[src/rtl/hkspi_seq.sv]
// rtl/hkspi_seq.sv - Command-driven SPI master sequencer for the housekeeping SPI slave
// Optional feature macro: HKSPI_SEQ_CLKDIV_EN adds a per-transaction SCK half-period port (clkdiv)
module hkspi_seq #(
  parameter int HALF_PERIOD = 2
) (
  input  logic       clock,
  input  logic       reset,
`ifdef HKSPI_SEQ_CLKDIV_EN
  input  logic [7:0] clkdiv,
`endif
  input  logic       cmd_valid,
  output logic       cmd_ready,
  input  logic       cmd_write,
  input  logic [7:0] cmd_addr,
  input  logic [4:0] cmd_len,
  input  logic [7:0] wr_data,
  input  logic       wr_valid,
  output logic       wr_ready,
  output logic [7:0] rd_data,
  output logic       rd_valid,
  output logic       busy,
  output logic       done,
  output logic       spi_csb,
  output logic       spi_sck,
  output logic       spi_sdi,
  input  logic       spi_sdo
);

  typedef enum logic [2:0] {
    S_IDLE,
    S_SETUP,
    S_SHIFT,
    S_FETCH,
    S_HOLD,
    S_GAP
  } state_t;

  state_t     r_state;
  state_t     w_next;

  logic       r_write;
  logic [7:0] r_addr;
  logic [4:0] r_len;
  logic [8:0] r_cnt;       // cycles elapsed in the current SCK phase / wait window
  logic [2:0] r_bit;       // bit index within the current byte, 7 first
  logic [5:0] r_byte;      // 0 = command byte, 1 = address, 2.. = data
  logic [7:0] r_shift;     // outgoing byte, MSB drives SDI
  logic [7:0] r_rx;
  logic       r_rx_full;   // a complete read byte is waiting to be strobed out
  logic [7:0] r_rd_data;
  logic       r_rd_valid;
  logic       r_done;
  logic       r_csb;
  logic       r_sck;

  logic [7:0] w_h;
  logic [8:0] w_h_last;
  logic [8:0] w_gap_last;
  logic       w_cnt_end;
  logic       w_gap_end;
  logic       w_bit_end;
  logic       w_byte_end;
  logic       w_last_byte;
  logic       w_rd_byte;

`ifdef HKSPI_SEQ_CLKDIV_EN
  logic [7:0] r_h;
  assign w_h = r_h;
`else
  assign w_h = 8'(HALF_PERIOD);
`endif

  assign w_h_last    = {1'b0, w_h} - 9'd1;
  assign w_gap_last  = {w_h, 1'b0} - 9'd1;
  assign w_cnt_end   = (r_cnt == w_h_last);
  assign w_gap_end   = (r_cnt == w_gap_last);
  assign w_bit_end   = (r_state == S_SHIFT) && r_sck && w_cnt_end;
  assign w_byte_end  = w_bit_end && (r_bit == 3'd0);
  assign w_last_byte = (r_byte == ({1'b0, r_len} + 6'd2));
  assign w_rd_byte   = !r_write && (r_byte >= 6'd2);

  // State register
  always_ff @(posedge clock) begin
    if (reset) r_state <= S_IDLE;
    else       r_state <= w_next;
  end

  // Next-state decode and handshake outputs
  always_comb begin
    w_next    = r_state;
    cmd_ready = 1'b0;
    wr_ready  = 1'b0;
    busy      = 1'b1;
    case (r_state)
      S_IDLE: begin
        cmd_ready = 1'b1;
        busy      = 1'b0;
        if (cmd_valid) w_next = S_SETUP;
      end
      S_SETUP: if (w_cnt_end) w_next = S_SHIFT;
      S_SHIFT: begin
        if (w_byte_end) begin
          if (w_last_byte)                      w_next = S_HOLD;
          else if (r_write && r_byte >= 6'd1)   w_next = S_FETCH;
        end
      end
      S_FETCH: begin
        wr_ready = 1'b1;
        if (wr_valid) w_next = S_SHIFT;
      end
      S_HOLD:  if (w_cnt_end) w_next = S_GAP;
      S_GAP:   if (w_gap_end) w_next = S_IDLE;
      default: w_next = S_IDLE;
    endcase
  end

  // Datapath: command capture, SCK phase timing, shift registers and strobes
  always_ff @(posedge clock) begin
    if (reset) begin
      r_write    <= 1'b0;
      r_addr     <= 8'h00;
      r_len      <= 5'd0;
      r_cnt      <= 9'd0;
      r_bit      <= 3'd7;
      r_byte     <= 6'd0;
      r_shift    <= 8'h00;
      r_rx       <= 8'h00;
      r_rx_full  <= 1'b0;
      r_rd_data  <= 8'h00;
      r_rd_valid <= 1'b0;
      r_done     <= 1'b0;
      r_csb      <= 1'b1;
      r_sck      <= 1'b0;
`ifdef HKSPI_SEQ_CLKDIV_EN
      r_h        <= 8'd1;
`endif
    end else begin
      r_done     <= 1'b0;
      r_rd_valid <= r_rx_full;
      r_rx_full  <= 1'b0;
      if (r_rx_full) r_rd_data <= r_rx;
      case (r_state)
        S_IDLE: begin
          if (cmd_valid) begin
            r_write <= cmd_write;
            r_addr  <= cmd_addr;
            r_len   <= cmd_len;
            r_shift <= cmd_write ? 8'h80 : 8'h40;
            r_csb   <= 1'b0;
            r_sck   <= 1'b0;
            r_cnt   <= 9'd0;
            r_bit   <= 3'd7;
            r_byte  <= 6'd0;
`ifdef HKSPI_SEQ_CLKDIV_EN
            r_h     <= (clkdiv == 8'd0) ? 8'd1 : clkdiv;
`endif
          end
        end
        S_SETUP: r_cnt <= w_cnt_end ? 9'd0 : r_cnt + 9'd1;
        S_SHIFT: begin
          if (!w_cnt_end) begin
            r_cnt <= r_cnt + 9'd1;
          end else begin
            r_cnt <= 9'd0;
            if (!r_sck) begin
              r_sck <= 1'b1;
            end else begin
              // Falling edge: next bit starts its low phase with new SDI
              r_sck <= 1'b0;
              r_bit <= r_bit - 3'd1;
              if (r_bit != 3'd0) begin
                r_shift <= {r_shift[6:0], 1'b0};
              end else begin
                r_byte  <= r_byte + 6'd1;
                r_shift <= (r_byte == 6'd0) ? r_addr : 8'h00;
              end
            end
          end
          // Slave output is sampled during the first high cycle of each read bit
          if (r_sck && r_cnt == 9'd0 && w_rd_byte) begin
            r_rx <= {r_rx[6:0], spi_sdo};
            if (r_bit == 3'd0) r_rx_full <= 1'b1;
          end
        end
        S_FETCH: begin
          // The fetch cycle doubles as the first low cycle of the data byte,
          // so an unstalled fetch costs no extra time.
          if (wr_valid) begin
            r_shift <= wr_data;
            r_cnt   <= w_cnt_end ? 9'd0 : r_cnt + 9'd1;
            if (w_cnt_end) r_sck <= 1'b1;
          end
        end
        S_HOLD: begin
          r_cnt <= w_cnt_end ? 9'd0 : r_cnt + 9'd1;
          if (w_cnt_end) r_csb <= 1'b1;
        end
        S_GAP: begin
          r_cnt <= w_gap_end ? 9'd0 : r_cnt + 9'd1;
          if (w_gap_end) r_done <= 1'b1;
        end
        default: r_cnt <= 9'd0;
      endcase
    end
  end

  assign spi_csb  = r_csb;
  assign spi_sck  = r_sck;
  assign spi_sdi  = (r_state == S_FETCH) ? wr_data[7] : r_shift[7];
  assign rd_data  = r_rd_data;
  assign rd_valid = r_rd_valid;
  assign done     = r_done;

endmodule

[config.mk]
export PLATFORM = sky130hd
export DESIGN_NAME = hkspi_seq
export DESIGN_NICKNAME = d
export VERILOG_FILES = /design/src/rtl/hkspi_seq.sv
export SDC_FILE = /design/constraint.sdc
export NUM_CORES = 1
export LEC_CHECK = 0
export ABC_AREA = 1
export BUFFER_PORTS_ARGS = -buffer_cell sky130_fd_sc_hd__buf_2
export CORE_UTILIZATION = 39
export CTS_BUF_LIST = sky130_fd_sc_hd__clkbuf_2 sky130_fd_sc_hd__clkbuf_4 sky130_fd_sc_hd__clkbuf_8
export DETAILED_ROUTE_END_ITERATION = 10
export PLACE_DENSITY = 0.63
export SYNTH_ARGS = -nofsm -noshare
export SYNTH_HDL_FRONTEND = slang
export SYNTH_SLANG_ARGS = --single-unit
[constraint.sdc]
create_clock -name clock -period 2.2 [get_ports clock]
set_clock_uncertainty 0.15 [all_clocks]
set_input_delay 0.22 -clock clock [delete_from_list [all_inputs] [get_ports clock]]
set_output_delay 0.22 -clock clock [all_outputs]
set_load 0.03 [all_outputs]
==> results by stage, run 1 <==
Floorplan:
- After floorplanning, the core was sized to cover 0.00789 sq mm.
- For this configuration, the core starts out at a cell density of 41.4%.
- Measured along the y axis, the die boundary spans 93.5 um.
- In this run the count of I/O pins placed on the die edge is 43.
- The total die area is 0.00873 sq mm.
- The floorplan step set the die width to 93.5 um.
- The count of standard-cell rows is 32.

Hold path:
- The worst hold path class is input port to register.

Clocking:
- CTS built an H-tree with a depth of 3.
- The clock tree from TritonCTS is yes.
- The register clock-pin slew on the reported worst setup and hold paths is 0.08 ns.
- The number of sinks driven by the clock tree is 64.
- The clock latency on the worst-skew pair is 0.35 ns.
- The tree is rooted in a sky130_fd_sc_hd__clkbuf_8.
- In this run, CTS created clock tree buffers numbering 9.
- In this run the post-CTS setup repair buffer count came out at 0.
- In this run the deepest clock path goes through 2 buffers.

Cells and area:
- The filler cell count is 804.
- The number of inserted diodes is 0.
- Summing all flip-flop and latch instances after layout gives 0.00128 sq mm.
- The post-layout net count is 531.
- The multi-input combinational cells in the finished layout cover a total of 0.00170 sq mm.
- Compared with the post-synthesis result, the final layout area differs by 18.1%.
- The count of cells in the finished layout, fillers not included, comes to 601.
- Of the cells placed in the final design, the portion with a size suffix greater than 1 is 20.8%.

Yosys:
- The yosys synthesis warning count is 0.
- Summed over its instances, the top area cell type makes up 39.3% of the synthesized netlist area.
- The post-synthesis cell area is 0.00326 sq mm.
- The sequential fraction of the synthesis area is 39.3%.
- In the post-synthesis netlist, the biggest area contributors are sky130_fd_sc_hd__dfxtp_1 39%, sky130_fd_sc_hd__nand2_1 10%, sky130_fd_sc_hd__a21oi_1 7.4%.
- The most used flip-flop cell after synthesis is sky130_fd_sc_hd__dfxtp_1.
- The synthesized netlist contains 41 unique library cells.
- A synthesized cell averages 7.41 sq um.
- The instance count of the mapped netlist is 440.
- Summed over all instances, the cell type with the most area after synthesis is sky130_fd_sc_hd__dfxtp_1.
- In the synthesized netlist the async set-or-reset flop fraction comes to 0%.
- The synthesized net count is 477.
- In this run, synthesis produced a sequential element count of 64.
- The number of synthesized flops with an enable pin is 0.

Timing:
- The count of final hold-check violations came to 0.
- The highest achievable clock rate is 0.489 GHz.
- The total negative slack is 0 ns.
- The routed design could run at a clock period as short as 2.04 ns.
- Setup repair after global routing left no endpoint under its margin.
- For the pin with the worst max-slew slack, the measured transition is 0.485 ns.
- Dividing the final minimum period by the clock period gives 92.9%.
- Setup violations remaining at the end of the flow were counted as 0.
- The number of max-slew violations in the final report is 0.
- In this run the tightest slew margin relative to its limit is 67.6%.

Critical path:
- Among all stages on the critical path, the largest delay is contributed by sky130_fd_sc_hd__dfxtp_1.
- The data required time of the critical path is 1.83 ns.
- The launching element type of the critical path is a register.
- The cell type group with the largest total delay on the critical path is buffers and inverters.
- The critical path class is register to output pin.
- On the worst path, the slowest cell contributes a delay of 0.36 ns.
- The critical path buffer and inverter count is 3.
- The endpoint arrival time on the critical path is 1.67 ns.
- Walking the worst path, the cells encountered are inv_2, nand2_4, nor2_8, inv_1, o21ai_0, buf_4.
- The category of the worst setup path capture point is an output pin.
- The maximum net fanout on the critical path is 10.

Drt:
- Using the TritonRoute via totals, the vias-per-cell ratio works out to 4.89.
- The pre-antenna-repair detailed-routing pass consisted of 4 iterations.
- For this run, design rule violations remaining after detail routing come to 0.
- The sum of routed wire length over all layers is 7430 um.
- In this run the remaining antenna-violating nets after routing total 0.
- Detailed routing inserted a total of 2940 vias.
- After detailed routing, the average wire length per cell comes to 12.4 um.
- The first routing iteration left 99 violations.

Power:
- Dividing total power by cell area gives a power density of 1070 mW/mm^2.
- The net switching power of the design is 0.00175 W.
- The share of total power dissipated in sequential elements is 35.4%.
- The cell leakage power is 1.67 nW.
- The peak ir drop on the vdd network is 0.560 mV.
- The switching share of total power is 42.4%.
- The power share of the combinational group is 39.1%.
- The clock group share of total power is 25.5%.
- The internal cell power is 0.00237 W.

Placement:
- The half-perimeter wire length of the detailed placement result is 5440 um.
- Routability-driven placement finished with a final weighted congestion of 0.805.
- In this run the tool buffered the top-level ports with 42 buffer cells.
- The number of instances in the placed design is 579.

Run status:
- The flow ran to the end, and the final reports show no timing, DRC or antenna violations.

GRT:
- Entering global routing, the biggest net connects 33 pins.
- Global routing used 18.4% of the available tracks across all layers.
- For this run the aggregate overflow at the end of global routing stands at 0.
- The first-pass GRT wire length is 12400 um.
- The number of global-route vias before repair was 2745.
- The initial antenna violation count came to 0.

Run:
- The max-capacitance violation count is 0.
## worst reg2reg max path: stages (launching register included)
cell                      delay, ns
sky130_fd_sc_hd__dfxtp_1       0.36
sky130_fd_sc_hd__inv_2         0.13
sky130_fd_sc_hd__nand2_4       0.12
sky130_fd_sc_hd__nor2_4        0.28
sky130_fd_sc_hd__inv_6         0.11
sky130_fd_sc_hd__nor2_2        0.13
sky130_fd_sc_hd__nand3_1       0.24
sky130_fd_sc_hd__o21ai_0       0.24
sky130_fd_sc_hd__a21oi_1       0.06
## sequential cells by signal, indices dropped and copies added (netlist names)
signal	count
r_rx_full	1
done	1
r_write	1
rd_valid	1
r_cnt	9
r_addr	8
r_bit	3
spi_csb	1
spi_sck	1
rd_data	8
r_shift	8
r_state	3
r_rx	8
r_byte	6
r_len	5
## cell type report
| type | count | share of cell area (%) |
|---|---|---|
| Multi-Input combinational cell | 306 | 44.1 |
| Sequential cell | 64 | 33.3 |
| Timing Repair Buffer | 51 | 7.66 |
| Inverter | 62 | 6.43 |
| Tap cell | 102 | 3.31 |
| Clock buffer | 9 | 3.21 |
| Clock inverter | 7 | 2.01 |
## stage by stage
stage | setup WS (ns) | power, W | hold slack [ns] | area, sq um | utilization (%)
2_1_floorplan | 0.251 | 0.00273 | 0.205 | 3260 | -
3_3_place_gp | 0.284 | 0.00306 | 0.295 | 3590 | 45.5
3_5_place_dp | 0.224 | 0.00309 | 0.299 | 3590 | 45.5
4_1_cts | 0.122 | 0.00415 | 0.000411 | 3850 | 48.8
5_1_grt | 0.00867 | 0.00440 | 0.0197 | 3850 | 48.9
6_report | 0.156 | 0.00412 | 0.00313 | 3850 | 48.9
## what timing repair did
| item | CTS | global route |
|---|---|---|
| hold buffers | 6 | 0 |
| endpoints found under the hold margin | 6 | 0 |
| gates resized for setup | 0 | 2 |
| setup endpoints to repair | 0 | 1 |
## layout by cell type (no fill, tap or decap), drive strengths merged, types with 9 or more instances in the layout
master | synthesis | layout
nand2 | 102 | 102
dfxtp | 64 | 64
inv | 61 | 64
a21oi | 49 | 49
buf | 3 | 45
o21ai | 44 | 44
nor2 | 37 | 37
nand3 | 22 | 22
nor3 | 12 | 12
ha | 10 | 10
clkbuf | 5 | 9
## path summary, 6_finish.rpt
check                                 start         to  slack, ns  cells after the start
worst max-delay path             r_state[2]    spi_sdi       0.16                      6
worst min-delay path            cmd_addr[1]  r_addr[1]      0.003                      3
worst max register to register   r_state[2]    r_rx[2]       0.28                      8
worst min register to register    r_addr[4]  r_addr[4]       0.31                      2
## power by group through the flow
stage	combinational (W)	sequential (W)	clock [W]
after detailed placement	0.00160	0.00148	0
final	0.00161	0.00146	0.00105
after CTS	0.00162	0.00146	0.00107
after floorplan	0.00126	0.00147	0
after global placement	0.00158	0.00148	0
after global routing	0.00180	0.00148	0.00112
## Yosys cell counts, types with 2 or more instances
library cell,count
sky130_fd_sc_hd__nor3b_1,2
sky130_fd_sc_hd__buf_2,3
sky130_fd_sc_hd__inv_2,7
sky130_fd_sc_hd__nor4_1,3
sky130_fd_sc_hd__nor2_8,2
sky130_fd_sc_hd__a22oi_1,3
sky130_fd_sc_hd__nor2_2,3
sky130_fd_sc_hd__a21oi_1,48
sky130_fd_sc_hd__nor2_1,28
sky130_fd_sc_hd__dfxtp_1,64
sky130_fd_sc_hd__inv_4,2
sky130_fd_sc_hd__ha_1,10
sky130_fd_sc_hd__nand3_1,20
sky130_fd_sc_hd__inv_1,50
sky130_fd_sc_hd__clkbuf_1,5
sky130_fd_sc_hd__o21ai_1,2
sky130_fd_sc_hd__inv_6,2
sky130_fd_sc_hd__nor3_2,2
sky130_fd_sc_hd__o211ai_1,3
sky130_fd_sc_hd__nand2_2,8
sky130_fd_sc_hd__xor2_1,5
sky130_fd_sc_hd__nand2_4,6
sky130_fd_sc_hd__nor3_1,10
sky130_fd_sc_hd__nand4_1,3
sky130_fd_sc_hd__nand2_1,87
sky130_fd_sc_hd__nor2_4,4
sky130_fd_sc_hd__o21ai_0,42
sky130_fd_sc_hd__a211oi_1,2
sky130_fd_sc_hd__nand4_2,2
## cells by family after synthesis
| group | after synthesis | synth area share [%] |
|---|---|---|
| simple gates | 185 | 29.5 |
| compound gates | 105 | 17.2 |
| buf+inv | 70 | 8.63 |
| flops | 64 | 39.3 |
| fa+ha+maj | 10 | 3.84 |
| xor+xnor | 6 | 1.61 |
## layer usage
layer | up-vias | track usage, % | wire length, um
met5 | - | 0 | 0
li1 | 1552 | - | -
met2 | 52 | 29.2 | 3300
met4 | 0 | 8.21 | 126
met1 | 1324 | 24.1 | 3740
met3 | 12 | 3.74 | 255
Note: power is estimated with default switching activity, not from simulation.
==> inputs of run 2 (changes only) <==
==> constraint.sdc (replaced) <==
create_clock -name clock -period 2.2 [get_ports clock]
set_clock_uncertainty 0.15 [all_clocks]
set_input_delay 0.11 -clock clock [delete_from_list [all_inputs] [get_ports clock]]
set_output_delay 0.11 -clock clock [all_outputs]
set_load 0.03 [all_outputs]
==> results by stage, run 2 (synthesized netlist as in run 1, its figures left out) <==
Run status:
- The run finished with clean final reports.

Power:
- The peak ir drop on the vdd network is 0.707 mV (+26%).
- The cell leakage power came to 1.72 nW (+3.3%).
- The power density relative to cell area is 1060 mW/mm^2 (-0.54%).
- The overall power of the completed layout is 0.00424 W (+2.7%).

Timing:
- The worst slew slack as a fraction of its limit is 66.2% (-1.4 points).
- The number of max-slew violations in the final report was 0 (unchanged).
- The smallest setup slack after layout came to 0.245 ns (+0.0893 ns).
- The total negative slack is 0 ns (unchanged).
- The final worst-path cycle share is 88.9% (-4.1 points).
- Setup repair after global routing left no endpoint under its margin.
- The final critical delay including setup and external delays is 1.96 ns (-0.0893 ns).
- The final setup violation count is 0 (unchanged).
- The transition at the pin with the smallest max-transition slack came to 0.507 ns (+0.0217 ns).
- The highest achievable clock rate is 0.511 GHz (+4.6%).
- The worst hold slack across all endpoints is 0.0149 ns (+0.0118 ns).
- The count of final hold-check violations came to 0 (unchanged).

GRT:
- The total congestion overflow after global routing is 0 (unchanged).
- The maximum number of pins on one net before global-route repair came to 33 (unchanged).
- The first-pass GRT wire length came to 12800 um (+2.9%).
- The overall track demand over capacity in global routing came to 18.7% (+0.33 points).
- The met3 usage came to 4.72% (+0.98 points).
- The global routing met2 resource utilization is 29.4% (+0.25 points).
- The met1 track utilization from global routing is 24.5% (+0.48 points).
- The number of global-route vias before repair was 2769 (+0.87%).
- The initial antenna violation count is 0 (unchanged).
- The global routing stage identified its most utilized layer as met2.

Drt:
- The sum of routed wire length over all layers is 7360 um (-0.92%).
- The number of nets with antenna violations after routing is 0 (unchanged).
- The number of optimization iterations in the first detailed-route pass came to 4 (unchanged).
- The count of routing violations after the opening detailed-route iteration was 126 (+27%).
- The detailed-route vias per instance is 4.85 (-0.87%).
- The average routed wire per standard cell is 12.1 um (-2.4%).
- The via count of the routed design is 2958 (+0.61%).
- The post-route DRC violation count came to 0 (unchanged).

Cells and area:
- The proportion of layout cells with a drive suffix above 1 is 20.1% (-0.76 points).
- Leaving out fill and tap cells, the most frequent cells in the layout are 87 x sky130_fd_sc_hd__nand2_1, 64 x sky130_fd_sc_hd__dfxtp_1, 50 x sky130_fd_sc_hd__inv_1.
- The number of inserted diodes is 0 (unchanged).
- The number of flip-flops in the largest register is 9 (unchanged).
- The signed area change from the synthesized netlist to the final layout is 22.1%.
- The register with the most flip-flops in the final layout is r_cnt.
- The filler cell count is 773 (-3.9%).
- The total non-filler cell area in the finished layout is 0.00398 sq mm (+3.3%).
- The post-layout net count was 540 (+1.7%).
- The commonest non-fill, non-tap cell in the layout is sky130_fd_sc_hd__nand2_1.

Critical path:
- The cell repeated most along the worst path is sky130_fd_sc_hd__inv_2.
- The critical path class is register to register.
- The cell family contributing the most delay on the critical path is buffers and inverters.
- The data required time of the critical path is 2.27 ns (+0.44 ns).
- The maximum net fanout on the critical path came to 27 (+17).
- The length in cells of the worst reg-to-reg path is 9 (+1).
- Traced cell by cell, the critical path runs through inv_4, nand2_4, nor2_4, inv_2, nor2_2, inv_2, nand2_1, inv_2, o211ai_1.
- The slowest stage cell on the critical path is sky130_fd_sc_hd__dfxtp_1.
- The launching element type of the critical path is a register.
- The critical path buffer and inverter count is 4 (+1).
- The reg-to-reg setup timing slack is 0.24 ns (-0.04 ns).
- The end of the worst register-to-register path is r_bit[1].
- The endpoint arrival time on the critical path is 2.02 ns (+0.35 ns).
- The startpoint of the worst setup timing path is r_state[0].
- The beginning of the worst register-to-register path is r_state[0].
- The category of the worst setup path capture point is a register.
- The largest stage delay on the critical path came to 0.50 ns (+0.14 ns).
- The number of gates on the worst path with buffers counted is 9 (+3).

Placement:
- The last weighted congestion value of the routability-driven placer is 0.799 (-0.75%).
- The half-perimeter wire length of the detailed placement result is 5390 um (-0.86%).
- The setup slack at placement came to 0.242 ns (+0.0177 ns).
- The number of port buffers is 42 (unchanged).
- The post-place instance area was 0.00359 sq mm (+0.14%).

Clocking:
- The cell at the root of the clock tree is sky130_fd_sc_hd__clkbuf_8.
- The number of CTS-inserted buffers was 9 (unchanged).
- The clock latency on the worst-skew pair is 0.34 ns (about the same).
- The clock tree from TritonCTS is yes.
- The post-cts sizing count came to 0 (unchanged).
- The maximum buffer depth of the clock tree is 2 (unchanged).
- The register clock-pin slew on the reported worst setup and hold paths came to 0.07 ns (about the same).
- The depth of the CTS H-tree is 3 (unchanged).
- The number of sinks driven by the clock tree was 64 (unchanged).

Floorplan:
- The die width is 93.5 um (unchanged).
- The count of standard-cell rows came to 32 (unchanged).
- The total die area is 0.00873 sq mm (unchanged).
- The effective utilization at floorplan is 41.4% (unchanged).
- The core area is 0.00789 sq mm (unchanged).
- The top-level port count is 43 (unchanged).
- The vertical die dimension is 93.5 um (unchanged).

Hold path:
- The launch instance of the worst min-delay path is wr_data[3].
- The worst hold path class is input port to register.
- The number of cells traversed by the worst hold path is 5 (+2).
- The destination of the worst hold path is r_shift[3].

Run:
- The max-capacitance violation count is 0 (unchanged).
[run 2: cell count changes in the layout (fill, tap and decap cells not counted), sizes merged]
cell / delta
inv: -1
clkinvlp: -1
dlygate4sd3: +10
clkinv: +1
bufinv: +1
buf: -1
[run 2: power by group]
part,leakage [nW],switching [W],internal [W]
Sequential,0.521,0.000131,0.00132
Clock,0.114,0.000502,0.000652
Combinational,1.09,0.00111,0.000522
[run 2: worst max path at each step]
stage and to:
3_3_place_gp r_bit[1], 3_5_place_dp r_byte[2], 6_report r_bit[1], 2_1_floorplan spi_csb, 4_1_cts r_byte[2], 5_1_grt r_byte[2]
[run 2: tightest hold or removal path, stage by stage]
cell                       delay, ns
sky130_fd_sc_hd__buf_2          0.09
sky130_fd_sc_hd__nand2_1        0.05
sky130_fd_sc_hd__o211ai_1       0.08
sky130_fd_sc_hd__nand2_1        0.06
sky130_fd_sc_hd__a21oi_1        0.05
[run 2: cell type report]
type	count	area, sq um	area share, %
tap	102	128	3.21
clock inverter	7	104	2.61
clock buffer	9	124	3.11
sequential	64	1280	32.2
inverter	62	248	6.22
timing repair buffer	60	398	9.99
multi-input combinational	306	1700	42.7
[run 2: per-layer routing]
| layer | part of all wire (%) | wire [um] | vias up |
|---|---|---|---|
| met3 | 4.3 | 318 | 6 |
| li1 | - | - | 1572 |
| met4 | 1.1 | 80 | 0 |
| met5 | 0 | 0 | - |
| met2 | 45 | 3320 | 58 |
| met1 | 49 | 3640 | 1322 |
[run 2: metrics by stage]
stage | instances | util (%)
2_1_floorplan | 440 | -
3_3_place_gp | 578 | 45.6
3_5_place_dp | 578 | 45.6
4_1_cts | 610 | 50.5
5_1_grt | 610 | 50.5
6_report | 610 | 50.5
[run 2: repair_timing]
item | CTS | global route
hold buffers | 16 | 0
endpoints found under the hold margin | 17 | 0
setup buffers | 0 | 0
